### src/rtl/lora_pkg.sv
// Shared LoRa UART constants and the transmitter FSM state type.
package lora_pkg;
  localparam int unsigned BPS_DIV_DEFAULT = 434;
  localparam int unsigned DATA_BITS       = 8;
  localparam int unsigned CNT_W           = 13;
  localparam logic        START_LVL       = 1'b0;
  localparam logic        STOP_LVL        = 1'b1;
  localparam logic        IDLE_LVL        = 1'b1;

  typedef enum logic [1:0] {IDLE, START, DATA, STOP} tx_state_t;
endpackage

### src/rtl/lora_uart_tx_if.sv
// Byte handshake between the packet builder (master) and the UART transmitter (slave).
interface lora_uart_tx_if;
  import lora_pkg::*;
  logic [DATA_BITS-1:0] tx_data;
  logic                 tx_valid;
  logic                 tx_ready;

  modport master (output tx_data, output tx_valid, input tx_ready);
  modport slave  (input tx_data, input tx_valid, output tx_ready);
endinterface

### src/rtl/lora_byte_fifo.sv
// Synchronous show-ahead byte FIFO with occupancy count; shared with the receive path.
module lora_byte_fifo #(
  parameter int unsigned DEPTH = 4,
  parameter int unsigned WIDTH = 8
) (
  input  logic                   clk,
  input  logic                   rst,
  input  logic                   push,
  input  logic [WIDTH-1:0]       wdata,
  input  logic                   pop,
  output logic [WIDTH-1:0]       rdata_c,
  output logic                   full_c,
  output logic                   empty_c,
  output logic [$clog2(DEPTH):0] level
);
  localparam int unsigned PTR_W = $clog2(DEPTH);
  localparam int unsigned LVL_W = PTR_W + 1;

  logic [WIDTH-1:0] mem [DEPTH];
  logic [PTR_W-1:0] wr_ptr;
  logic [PTR_W-1:0] rd_ptr;

  // Storage needs no reset; pointers and level define validity.
  always_ff @(posedge clk) begin
    if (push) mem[wr_ptr] <= wdata;
  end

  always_ff @(posedge clk) begin
    if (rst) begin
      wr_ptr <= '0;
      rd_ptr <= '0;
      level  <= '0;
    end else begin
      if (push) wr_ptr <= wr_ptr + PTR_W'(1);
      if (pop)  rd_ptr <= rd_ptr + PTR_W'(1);
      level <= level + LVL_W'(push) - LVL_W'(pop);
    end
  end

  assign rdata_c = mem[rd_ptr];
  assign full_c  = (level == LVL_W'(DEPTH));
  assign empty_c = (level == '0);
endmodule

### src/rtl/lora_uart_tx.sv
// 8N1 UART transmitter for the LoRa module TXD pin, fed through a small byte FIFO.
module lora_uart_tx
  import lora_pkg::*;
#(
  parameter int unsigned BPS_DIV    = BPS_DIV_DEFAULT,
  parameter int unsigned FIFO_DEPTH = 4
) (
  input  logic                        clk,
  input  logic                        rst,
  lora_uart_tx_if.slave               tx,
  output logic                        txd,
  output logic                        tx_busy,
  output logic [$clog2(FIFO_DEPTH):0] fifo_level
);
  localparam int unsigned      LVL_W    = $clog2(FIFO_DEPTH) + 1;
  localparam logic [CNT_W-1:0] BIT_LAST = CNT_W'(BPS_DIV - 1);
  localparam logic [2:0]       IDX_LAST = 3'(DATA_BITS - 1);

  tx_state_t            state, state_n;
  logic [CNT_W-1:0]     cnt, cnt_n;
  logic [2:0]           idx, idx_n;
  logic [DATA_BITS-1:0] shift, shift_n;
  logic [DATA_BITS-1:0] head_c;
  logic [LVL_W-1:0]     lvl_n;
  logic                 ready, ready_n, busy_n, txd_n;
  logic                 push_c, pop_c, full_c, empty_c;

  assign tx.tx_ready = ready;
  assign push_c      = tx.tx_valid & ready & ~full_c;

  lora_byte_fifo #(.DEPTH(FIFO_DEPTH), .WIDTH(DATA_BITS)) u_fifo (
    .clk     (clk),
    .rst     (rst),
    .push    (push_c),
    .wdata   (tx.tx_data),
    .pop     (pop_c),
    .rdata_c (head_c),
    .full_c  (full_c),
    .empty_c (empty_c),
    .level   (fifo_level)
  );

  // Next-state, bit timing and pop decision; txd follows the current state one cycle later.
  always_comb begin
    state_n = state;
    cnt_n   = cnt;
    idx_n   = idx;
    shift_n = shift;
    pop_c   = 1'b0;
    txd_n   = IDLE_LVL;
    if (state != IDLE) cnt_n = (cnt == BIT_LAST) ? '0 : cnt + CNT_W'(1);
    case (state)
      IDLE: begin
        if (!empty_c) begin
          pop_c   = 1'b1;
          shift_n = head_c;
          cnt_n   = '0;
          state_n = START;
        end
      end
      START: begin
        txd_n = START_LVL;
        if (cnt == BIT_LAST) begin
          idx_n   = '0;
          state_n = DATA;
        end
      end
      DATA: begin
        txd_n = shift[0];
        if (cnt == BIT_LAST) begin
          shift_n = shift >> 1;
          idx_n   = idx + 3'(1);
          if (idx == IDX_LAST) state_n = STOP;
        end
      end
      STOP: begin
        txd_n = STOP_LVL;
        // Chain straight into the next start bit when more bytes are waiting.
        if (cnt == BIT_LAST) begin
          if (!empty_c) begin
            pop_c   = 1'b1;
            shift_n = head_c;
            state_n = START;
          end else begin
            state_n = IDLE;
          end
        end
      end
      default: state_n = IDLE;
    endcase
    lvl_n   = fifo_level + LVL_W'(push_c) - LVL_W'(pop_c);
    busy_n  = (state_n != IDLE) || (lvl_n != '0);
    ready_n = (lvl_n != LVL_W'(FIFO_DEPTH));
  end

  always_ff @(posedge clk) begin
    if (rst) begin
      state   <= IDLE;
      cnt     <= '0;
      idx     <= '0;
      shift   <= '0;
      txd     <= IDLE_LVL;
      ready   <= 1'b1;
      tx_busy <= 1'b0;
    end else begin
      state   <= state_n;
      cnt     <= cnt_n;
      idx     <= idx_n;
      shift   <= shift_n;
      txd     <= txd_n;
      ready   <= ready_n;
      tx_busy <= busy_n;
    end
  end
endmodule

### src/flat_wrapper.sv
// flat-port wrapper written by rule: the top's interface ports become plain ports
module lora_uart_tx_flat import lora_pkg::*;
#(
  parameter int unsigned BPS_DIV    = BPS_DIV_DEFAULT,
  parameter int unsigned FIFO_DEPTH = 4
)
  (clk, rst, txd, tx_busy, fifo_level, tx_tx_data, tx_tx_valid, tx_tx_ready);
  lora_uart_tx_if tx_i ();
  input  logic clk;
  input  logic rst;
  output logic txd;
  output logic tx_busy;
  output logic [$clog2(FIFO_DEPTH):0] fifo_level;
  input wire logic [$bits(tx_i.tx_data)-1:0] tx_tx_data;
  input wire logic [$bits(tx_i.tx_valid)-1:0] tx_tx_valid;
  output wire logic [$bits(tx_i.tx_ready)-1:0] tx_tx_ready;
  assign tx_i.tx_data = tx_tx_data;
  assign tx_i.tx_valid = tx_tx_valid;
  assign tx_tx_ready = tx_i.tx_ready;
  lora_uart_tx #(.BPS_DIV(BPS_DIV), .FIFO_DEPTH(FIFO_DEPTH)) u_core (.clk(clk), .rst(rst), .tx(tx_i), .txd(txd), .tx_busy(tx_busy), .fifo_level(fifo_level));
endmodule
### config.mk
export PLATFORM = sky130hd
export DESIGN_NAME = lora_uart_tx_flat
export DESIGN_NICKNAME = d
export VERILOG_FILES = /design/src/rtl/lora_pkg.sv /design/src/rtl/lora_uart_tx_if.sv /design/src/rtl/lora_byte_fifo.sv /design/src/rtl/lora_uart_tx.sv /design/src/flat_wrapper.sv
export SDC_FILE = /design/constraint.sdc
export NUM_CORES = 1
export LEC_CHECK = 0
export ABC_CLOCK_PERIOD_IN_PS = 5100
export BUFFER_PORTS_ARGS = -buffer_cell sky130_fd_sc_hd__buf_2
export CORE_MARGIN = 5
export CORE_UTILIZATION = 50
export DETAILED_ROUTE_END_ITERATION = 8
export PLACE_DENSITY_LB_ADDON = 0.1
export SLEW_MARGIN = 20
export SYNTH_ARGS = -nofsm -noshare
export SYNTH_HDL_FRONTEND = slang
export SYNTH_SLANG_ARGS = --single-unit
export TNS_END_PERCENT = 20
### constraint.sdc
create_clock -name clk -period 5.1 [get_ports clk]
set_input_delay 0.255 -clock clk [delete_from_list [all_inputs] [get_ports clk]]
set_output_delay 0.255 -clock clk [all_outputs]
set_load 0.05 [all_outputs]
==> metrics.md <==
| Metric | Value |
|---|---|
| Avg Inst Size Synth | `11.8 um^2` |
| Clk buf depth | `2` |
| Post-route insts no fill | `362` |
| Synth Warn # | `0` |
| Placed Cells | `346` |
| Cell area after synthesis | `3140 um^2` |
| Tcrit/Tclk final | `0.595` |
| Placed inst area | `3260 um^2` |
| Buf/Inv on CP | `1` |
| Drc violations | `0` |
| Cell Chain, Critical Path | `ha_1, nor4b_4, a41oi_1, nor3_1, ha_1, inv_1, ha_1, fa_1, xnor2_1, xnor2_1, a21oi_1, or3_1` |
| Worst reg2reg path depth | `12` |
| WP data required | `5.34 ns` |
| TritonCTS clock tree | `yes` |
| Clock sink count | `70` |
| Top_reg_cell synth | `dfxtp_1` |
| Power Dens Cells | `498 nW/um^2` |
| WP depth | `12` |
| Worst path top cell family by delay | `adder cells` |
| Vias | `1996` |
| Vias in the first global route | `1912` |
| Drt wl/cell | `14.9 um` |
| Max Cap Viol | `0` |
| RR Startpoint | `u_core.cnt[0]` |
| Final Wtd Congestion | `0.792` |
| Pleak | `1.19 nW` |
| Area grow syn2layout | `9.08%` |
| Distinct cells, synth | `45` |
| Grt total ovfl | `0` |
| Die width | `89.3 um` |
| Crit. End Element | `flop` |
| EDFF count, synth | `32` |
| Crit Path Class | `reg -> reg` |
| Post-synthesis sequential area ratio | `0.548` |
| Mapped Cells | `267` |
| DRT Wirelength | `5.38 mm` |
| # hold bufs at CTS | `0` |
| Overall Global Routing Usage | `0.158` |
| Crit Path Max Fanout | `7` |
| Seq cells post-synth | `70` |
| Flop2flop setup slack | `2.07 ns` |
| Ys async rst share | `0` |
| Critical Path Most Common Cell | `ha_1` |
| Floorplan row count | `28` |
| Antenna cells | `0` |
| Initial antenna violation count | `0` |
| Detail Route Antenna Nets | `0` |
| Worst Setup EP | `u_core.tx_busy` |
| Slew Viols, Final | `0` |
| Setup_tns | `0 ns` |
| Clock latency on the worst-skew pair | `0.35 ns` |
| Largest net degree at the start of global routing | `37` |
| Postcts setup bufs | `0` |
| Die H | `89.3 um` |
| Half-perimeter wire length after placement | `3.73 mm` |
| Share of layout cells above drive strength 1 | `0.167` |
| Cts repair resizes | `0` |
| Worst IR Drop VDD | `0.230 mV` |
| DR iter-0 viols | `103` |
| Core area | `6030 um^2` |
| Critical R2R Capture | `u_core.tx_busy` |
| Slowest CP cell | `dfxtp_1` |
| DR pass1 iterations | `4` |
| Unrepaired setup endpoints after global routing | `false` |
| Slew HR | `0.366` |
| Mapped Nets | `294` |
| FMAX | `330 MHz` |
| Initial core utilization | `0.522` |
| Worst-path clk slew | `0.08 ns` |
| Status | `finished clean` |
| Port buffer count | `16` |
| Vias/cell | `5.51` |
| Min cycle time layout | `3.03 ns` |
| CTS H-tree lvls | `3` |
| Final nets | `309` |
| Slew at the pin closest to its max-slew limit | `0.948 ns` |
| Worst path arrival time | `3.27 ns` |
| Final hold vios | `0` |
| Setup-failing EPs final | `0` |
| First-pass GRT wire length | `9.39 mm` |
| Total CTS buffers | `9` |
| Fin area | `3430 um^2` |
| Commonest non-fill, non-tap cells in the layout | `dfxtp_1 (38), nand2_1 (32), edfxtp_1 (32)` |
| Total I/O pin count | `17` |
| Max incr delay on CP | `0.43 ns` |
| Power Total | `1.71 mW` |
| Die area | `7970 um^2` |
| Most common cell after layout, fill and taps aside | `dfxtp_1` |
| Setup crit start kind | `flop` |
| Worst Setup SP | `u_core.cnt[0]` |
| Clk root buf | `clkbuf_8` |
| Skew final | `0.00943 ns` |
| Hold Path Class | `in -> reg` |
## metrics by stage
step	util	hold WS, ns	setup slack, ns
floorplan	-	0.354	2.19
global placement	0.541	0.445	2.17
detailed placement	0.541	0.461	2.05
CTS	0.569	0.104	2.04
global route	0.569	0.109	1.79
finish	0.569	0.122	2.07
## report_power, final
group | switching [mW] | internal, mW
sequential | 0.0732 | 0.692
combinational | 0.328 | 0.234
clock | 0.203 | 0.174
## worst register-to-register path, delay by kind of cell (launching register included)
kind | cells | cell delay, ns
adder cells (fa/ha/maj) | 4 | 0.94
AND/OR/NAND/NOR | 3 | 0.89
flip-flops | 1 | 0.43
XOR/XNOR | 2 | 0.35
AO/OA/AOI/OAI | 2 | 0.27
buffers and inverters | 1 | 0.04
## registers in the layout, summed over array words and instances (netlist names), named ones only
register / cells
u_core.u_fifo.mem: 32
u_core.cnt: 13
u_core.shift: 8
u_core.idx: 3
u_core.u_fifo.level: 3
u_core.state: 2
u_core.u_fifo.rd_ptr: 2
u_core.u_fifo.wr_ptr: 2
u_core.tx.tx_ready: 1
u_core.tx_busy: 1
u_core.txd: 1
## worst min-delay path by stage
stage                        startpoint  cells past startpoint  slack, ns                      end
final                     tx_tx_data[6]                      1       0.12  u_core.u_fifo.mem[1][6]
after global routing      tx_tx_data[6]                      1       0.11  u_core.u_fifo.mem[1][6]
after CTS                 tx_tx_data[6]                      1       0.10  u_core.u_fifo.mem[2][6]
after detailed placement  u_core.idx[1]                      2       0.46            u_core.idx[1]
after global placement    u_core.idx[2]                      2       0.44            u_core.idx[2]
after floorplan           tx_tx_data[0]                      0       0.35  u_core.u_fifo.mem[0][0]
## layer usage
metal,global-route usage,share of wire
met1,0.194,0.47
met2,0.255,0.48
met3,0.0507,0.037
met4,0.0731,0.018
met5,0,0
## Yosys cell counts (2+ instances only)
library cell / number / area [um^2]
o31a_1: 2 / 17.5
nor2b_1: 2 / 12.5
a21oi_1: 14 / 70.1
nand2_1: 32 / 120
inv_1: 11 / 41.3
a41oi_1: 3 / 26.3
dfxtp_1: 38 / 761
ha_1: 15 / 188
and2_1: 5 / 31.3
o21ai_0: 5 / 25.0
or3_1: 4 / 25.0
a311oi_2: 2 / 30.0
a311oi_1: 12 / 105
a31oi_1: 2 / 12.5
nand2b_1: 3 / 18.8
nor2_1: 22 / 82.6
mux4_2: 8 / 180
xnor2_1: 5 / 43.8
edfxtp_1: 32 / 961
nand3_1: 7 / 35.0
buf_2: 2 / 10.0
nor3_1: 9 / 45.0
a2111oi_2: 2 / 30.0
o311a_1: 2 / 20.0
clkbuf_1: 8 / 30.0
## cell families after synthesis
| group | after synthesis | share of synthesized area |
|---|---|---|
| buf+inv | 23 | 0.0307 |
| fa+ha+maj | 16 | 0.0661 |
| mux | 9 | 0.0605 |
| flops | 70 | 0.548 |
| simple gates | 95 | 0.155 |
| compound gates | 48 | 0.123 |
| xor+xnor | 6 | 0.0167 |
## final cells by class
| cell class | instances | area [um^2] |
|---|---|---|
| clock buffer | 10 | 128 |
| clock inverter | 6 | 38.8 |
| fill | 537 | 2600 |
| inverter | 11 | 41.3 |
| multi-input combinational | 174 | 1330 |
| sequential | 70 | 1720 |
| tap | 75 | 93.8 |
| timing repair buffer | 16 | 80.1 |
Power figures use the tool's default switching activity.
